<file path="src/rtl/stdio_fifo.sv">
// Elastic val/rdy word buffer for the console stdio path.
// A circular buffer with a separately tracked occupancy. It also keeps a sticky
// high-water mark that clears on reset or flush.
module stdio_fifo #(
  parameter int unsigned WIDTH = 16,
  parameter int unsigned DEPTH = 16
) (
  input  logic                         clk_i,
  input  logic                         rst_ni,
  input  logic                         clr_i,
  input  logic                         in_val_i,
  input  logic [WIDTH-1:0]             in_data_i,
  output logic                         in_rdy_o,
  output logic                         out_val_o,
  output logic [WIDTH-1:0]             out_data_o,
  input  logic                         out_rdy_i,
  output logic [$clog2(DEPTH+1)-1:0]   level_o,
  output logic [$clog2(DEPTH+1)-1:0]   hwm_o
);

  localparam int unsigned PTR_W = (DEPTH > 1) ? $clog2(DEPTH) : 1;
  localparam int unsigned LVL_W = $clog2(DEPTH + 1);

  logic [WIDTH-1:0] mem [DEPTH];
  logic [PTR_W-1:0] rd_ptr;
  logic [PTR_W-1:0] wr_ptr;
  logic [LVL_W-1:0] level;
  logic [LVL_W-1:0] level_next;
  logic [LVL_W-1:0] hwm;
  logic             push;
  logic             pop;

  // Handshake flags come from registered occupancy only.
  assign in_rdy_o  = (level != LVL_W'(DEPTH));
  assign out_val_o = (level != '0);
  assign push      = in_val_i && in_rdy_o;
  assign pop       = out_val_o && out_rdy_i;
  assign level_o   = level;
  assign hwm_o     = hwm;

  // The head word is forced to zero while empty, so stale storage never shows.
  assign out_data_o = out_val_o ? mem[rd_ptr] : '0;

  // Next occupancy: +1 on push only, -1 on pop only, otherwise unchanged.
  always_comb begin
    level_next = level;
    if (push && !pop) begin
      level_next = level + LVL_W'(1);
    end else if (pop && !push) begin
      level_next = level - LVL_W'(1);
    end
  end

  // Pointer, occupancy and high-water state. Flush overrides any push or pop.
  always_ff @(posedge clk_i or negedge rst_ni) begin
    if (!rst_ni) begin
      rd_ptr <= '0;
      wr_ptr <= '0;
      level  <= '0;
      hwm    <= '0;
    end else if (clr_i) begin
      rd_ptr <= '0;
      wr_ptr <= '0;
      level  <= '0;
      hwm    <= '0;
    end else begin
      if (push) begin
        wr_ptr <= wr_ptr + PTR_W'(1);
      end
      if (pop) begin
        rd_ptr <= rd_ptr + PTR_W'(1);
      end
      level <= level_next;
      if (level_next > hwm) begin
        hwm <= level_next;
      end
    end
  end

  // Storage write. The array is not reset; a flushed push never lands.
  always_ff @(posedge clk_i) begin
    if (push && !clr_i) begin
      mem[wr_ptr] <= in_data_i;
    end
  end

  // A stalled producer must hold its word until it is accepted.
  property p_producer_hold;
    @(posedge clk_i) disable iff (!rst_ni || clr_i)
      (in_val_i && !in_rdy_o) |=> (in_val_i && $stable(in_data_i));
  endproperty
  a_producer_hold: assert property (p_producer_hold)
    else $error("stdio_fifo: producer dropped or changed a stalled word");

endmodule
</file>
<file path="config.mk">
export PLATFORM = sky130hd
export DESIGN_NAME = stdio_fifo
export DESIGN_NICKNAME = d
export VERILOG_FILES = /design/src/rtl/stdio_fifo.sv
export SDC_FILE = /design/constraint.sdc
export NUM_CORES = 1
export LEC_CHECK = 0
export ABC_AREA = 1
export BUFFER_PORTS_ARGS = -buffer_cell sky130_fd_sc_hd__buf_4
export CORE_MARGIN = 2
export CORE_UTILIZATION = 45
export DETAILED_ROUTE_END_ITERATION = 12
export PLACE_DENSITY = 0.67
export SYNTH_ARGS = -nofsm -noshare
export SYNTH_HDL_FRONTEND = slang
export SYNTH_SLANG_ARGS = --single-unit
</file>
<file path="constraint.sdc">
create_clock -name clk_i -period 6.2 [get_ports clk_i]
set_clock_uncertainty 0.2 [all_clocks]
set_input_delay 0.93 -clock clk_i [delete_from_list [all_inputs] [get_ports clk_i]]
set_output_delay 0.93 -clock clk_i [all_outputs]
set_load 0.005 [all_outputs]
</file>
==> impl_metrics.yaml <==
synthesis:
  synth_area_sq_mm: 0.0114
  ys_ff_latch: 274
  synth_common_cells: "edfxtp_1, nand2_1, nor2_1"
  syn-num-nets: 988
  avgSynthCellArea_sq_um: 12.0
  synth_area_leaders: "edfxtp_1, nand2_1, nor2_1, dfrtp_1, o21ai_0"
  yosys.area.top_type: "edfxtp_1"
  ys_seq_area_share_pct: 71.1
  synth_warnings: 0
  synth_edf_count: 256
  yosys.cell_count.top_type: "edfxtp_1"
  synth-main-ff-cell: "edfxtp_1"
  synth_cells: 955
  async_flop_share_pct: 6.57
  synth.distinct_cells: 33
  synth.top_cell.area_share_pct: 67.2
critical_path:
  cp_slowest_stage_delay_ps: 970
  r2r_start: "level_o[0]"
  critPathTopFamily: "buffers and inverters"
  cp.required_ps: 5070
  timing.rr.end: "mem[13][10]"
  critPathKind: "flip-flop to output pin"
  rrSetupSlack_ps: 3110
  end_kind: "output pin"
  crit_arrival_ps: 3680
  startpoint_type: "flip-flop"
  crit_path_cell_trace: "clkinv_2, buf_4, nor2_1, nor2_1, o31ai_1, a21oi_1, buf_4"
  slowest_stage: "dfrtp_4"
  reg2reg_depth: 8
  critPathMaxFanout: 74
  path_buf_inv: 3
route:
  drc: 0
  viasPerCell: 5.48
  drt_wl_total_um: 26500
  drt_pass1_iterations: 7
  routed-via-count: 7423
  wire_per_inst_um: 19.6
  drt_iter0_drc: 880
  detail-route-antenna-nets: 0
die:
  start_util_pct: 45.6
  fp-row-count: 58
  ioPinCount: 49
  fp.dieW_um: 163
  dieArea_sq_mm: 0.0267
  coreArea_sq_mm: 0.0251
  die_h_um: 163
cts:
  postCtsResizedCells: 0
  cts_setup_buffers: 0
  cts_buffers: 28
  clk_path_buf_depth: 3
  ctsHoldBuffers: 0
  path_clk_slew_ps: 60
  clkSinkCount: 274
  clk_latency_ps: 530
  root_buffer: "clkbuf_16"
  htreeDepth: 1
  cts_tree: "done"
timing:
  slew_headroom_pct: 25.7
  final-setup-viol-count: 0
  fin_crit_ps: 4810
  whs_ps: 64.3
  worst_pin_slew_ps: 1110
  final_max_slew_viol_count: 0
  rsz0062_at_grt: "no"
  fin_crit_sh_pct: 77.6
  hold_viol: 0
  fmax_mhz: 208
  timing.setup.tns_ps: 0
finish:
  nFillCells: 2144
  multiInputGateArea_sq_mm: 0.00299
  post_route_cells_drive_above_1_share_pct: 14.3
  nets: 1035
  seqCellArea_sq_mm: 0.00814
  syn_to_final_growth_pct: 14.0
placed_design:
  gp_congestion: 0.780
  hpwl_um: 14700
  io_buffers: 48
power_and_ir_drop:
  p_leak_nw: 4.63
  ir_drop_v: 0.000247
  power_density_mw_per_mm2: 368
  total_power_mw: 4.80
global_route:
  antenna_found_initial: 1
  grt_pass1_vias: 6979
  grt-ovfl-total: 0
  grt_max_degree: 75
  grt_first_pass_wirelength_um: 40700
  grt_use_total_pct: 20.1
worst_hold_path:
  hp-class: "input port to asynchronous set/reset pin"
status:
  status: "finished clean"
run:
  drv_cap: 0
[routing by layer]
metal,vias to the layer above,GRT usage [%],wire length (um)
li1,3507,-,-
met1,3601,29.1,11500
met2,279,32.7,12500
met3,36,2.62,1960
met4,0,4.63,501
met5,-,0,0
[report_power, final]
part / internal, mW / total [mW] / switching (mW)
logic: 0.410 / 1.12 / 0.710
registers: 2.07 / 2.15 / 0.0804
clock network: 0.871 / 1.54 / 0.665
[state kept, by name (all words and copies together), names as in the netlist]
signal / count
level_o: 5
hwm_o: 5
wr_ptr: 4
mem: 256
rd_ptr: 4
[layout by cell type (no fill, tap or decap), types with 2 or more instances in the layout]
master       n
xnor2_1      2
nor2_2      10
nand3_4      2
nor2_4       2
clkinv_1     8
nor2_1     136
nand4_1      5
o31ai_1     16
nand3_1     60
nor3_2       8
xor2_1       2
inv_2        2
ha_1        12
nand2_2      5
buf_4       71
dfrtp_1     16
o21ai_0     87
a21oi_1     54
o211ai_1    32
clkbuf_16   28
edfxtp_1   256
inv_1       26
nand2_1    155
clkbuf_1     7
clkinv_2     6
nand2_4      3
[layout make-up]
cell class | instances | area share, %
clock inverter | 16 | 0.863
clock buffer | 35 | 5.57
multi-input combinational | 596 | 22.9
inverter | 31 | 0.959
tap | 330 | 3.17
sequential | 274 | 62.4
antenna | 1 | 0.0192
timing repair buffer | 71 | 4.09
[per-stage QoR]
step,setup slack [ps],cell area [sq um],std cells,utilization (%)
5_1_grt,1110,13000,1354,51.9
3_3_place_gp,1960,12200,1302,48.6
4_1_cts,1380,13000,1353,51.9
3_5_place_dp,1960,12200,1302,48.6
2_1_floorplan,3140,11400,955,-
6_report,1390,13000,1354,51.9
[logic make-up after synthesis]
family	Yosys count	synth area share [%]
fa+ha+maj	12	1.31
compound gates	192	9.50
buf+inv	85	3.32
xor+xnor	4	0.306
flops	274	71.1
simple gates	388	14.5
[worst max path at each step]
stage	start	endpoint	slack, ps	cells past startpoint
after floorplan	level_o[0]	mem[13][0]	3140	7
final	rd_ptr[0]	out_data_o[14]	1390	7
after detailed placement	rd_ptr[0]	out_data_o[14]	1960	7
after CTS	rd_ptr[0]	out_data_o[14]	1380	7
after global placement	rd_ptr[0]	out_data_o[14]	1960	7
after global routing	rd_ptr[0]	out_data_o[14]	1110	7
No activity file was read; power rests on OpenSTA's default activity.
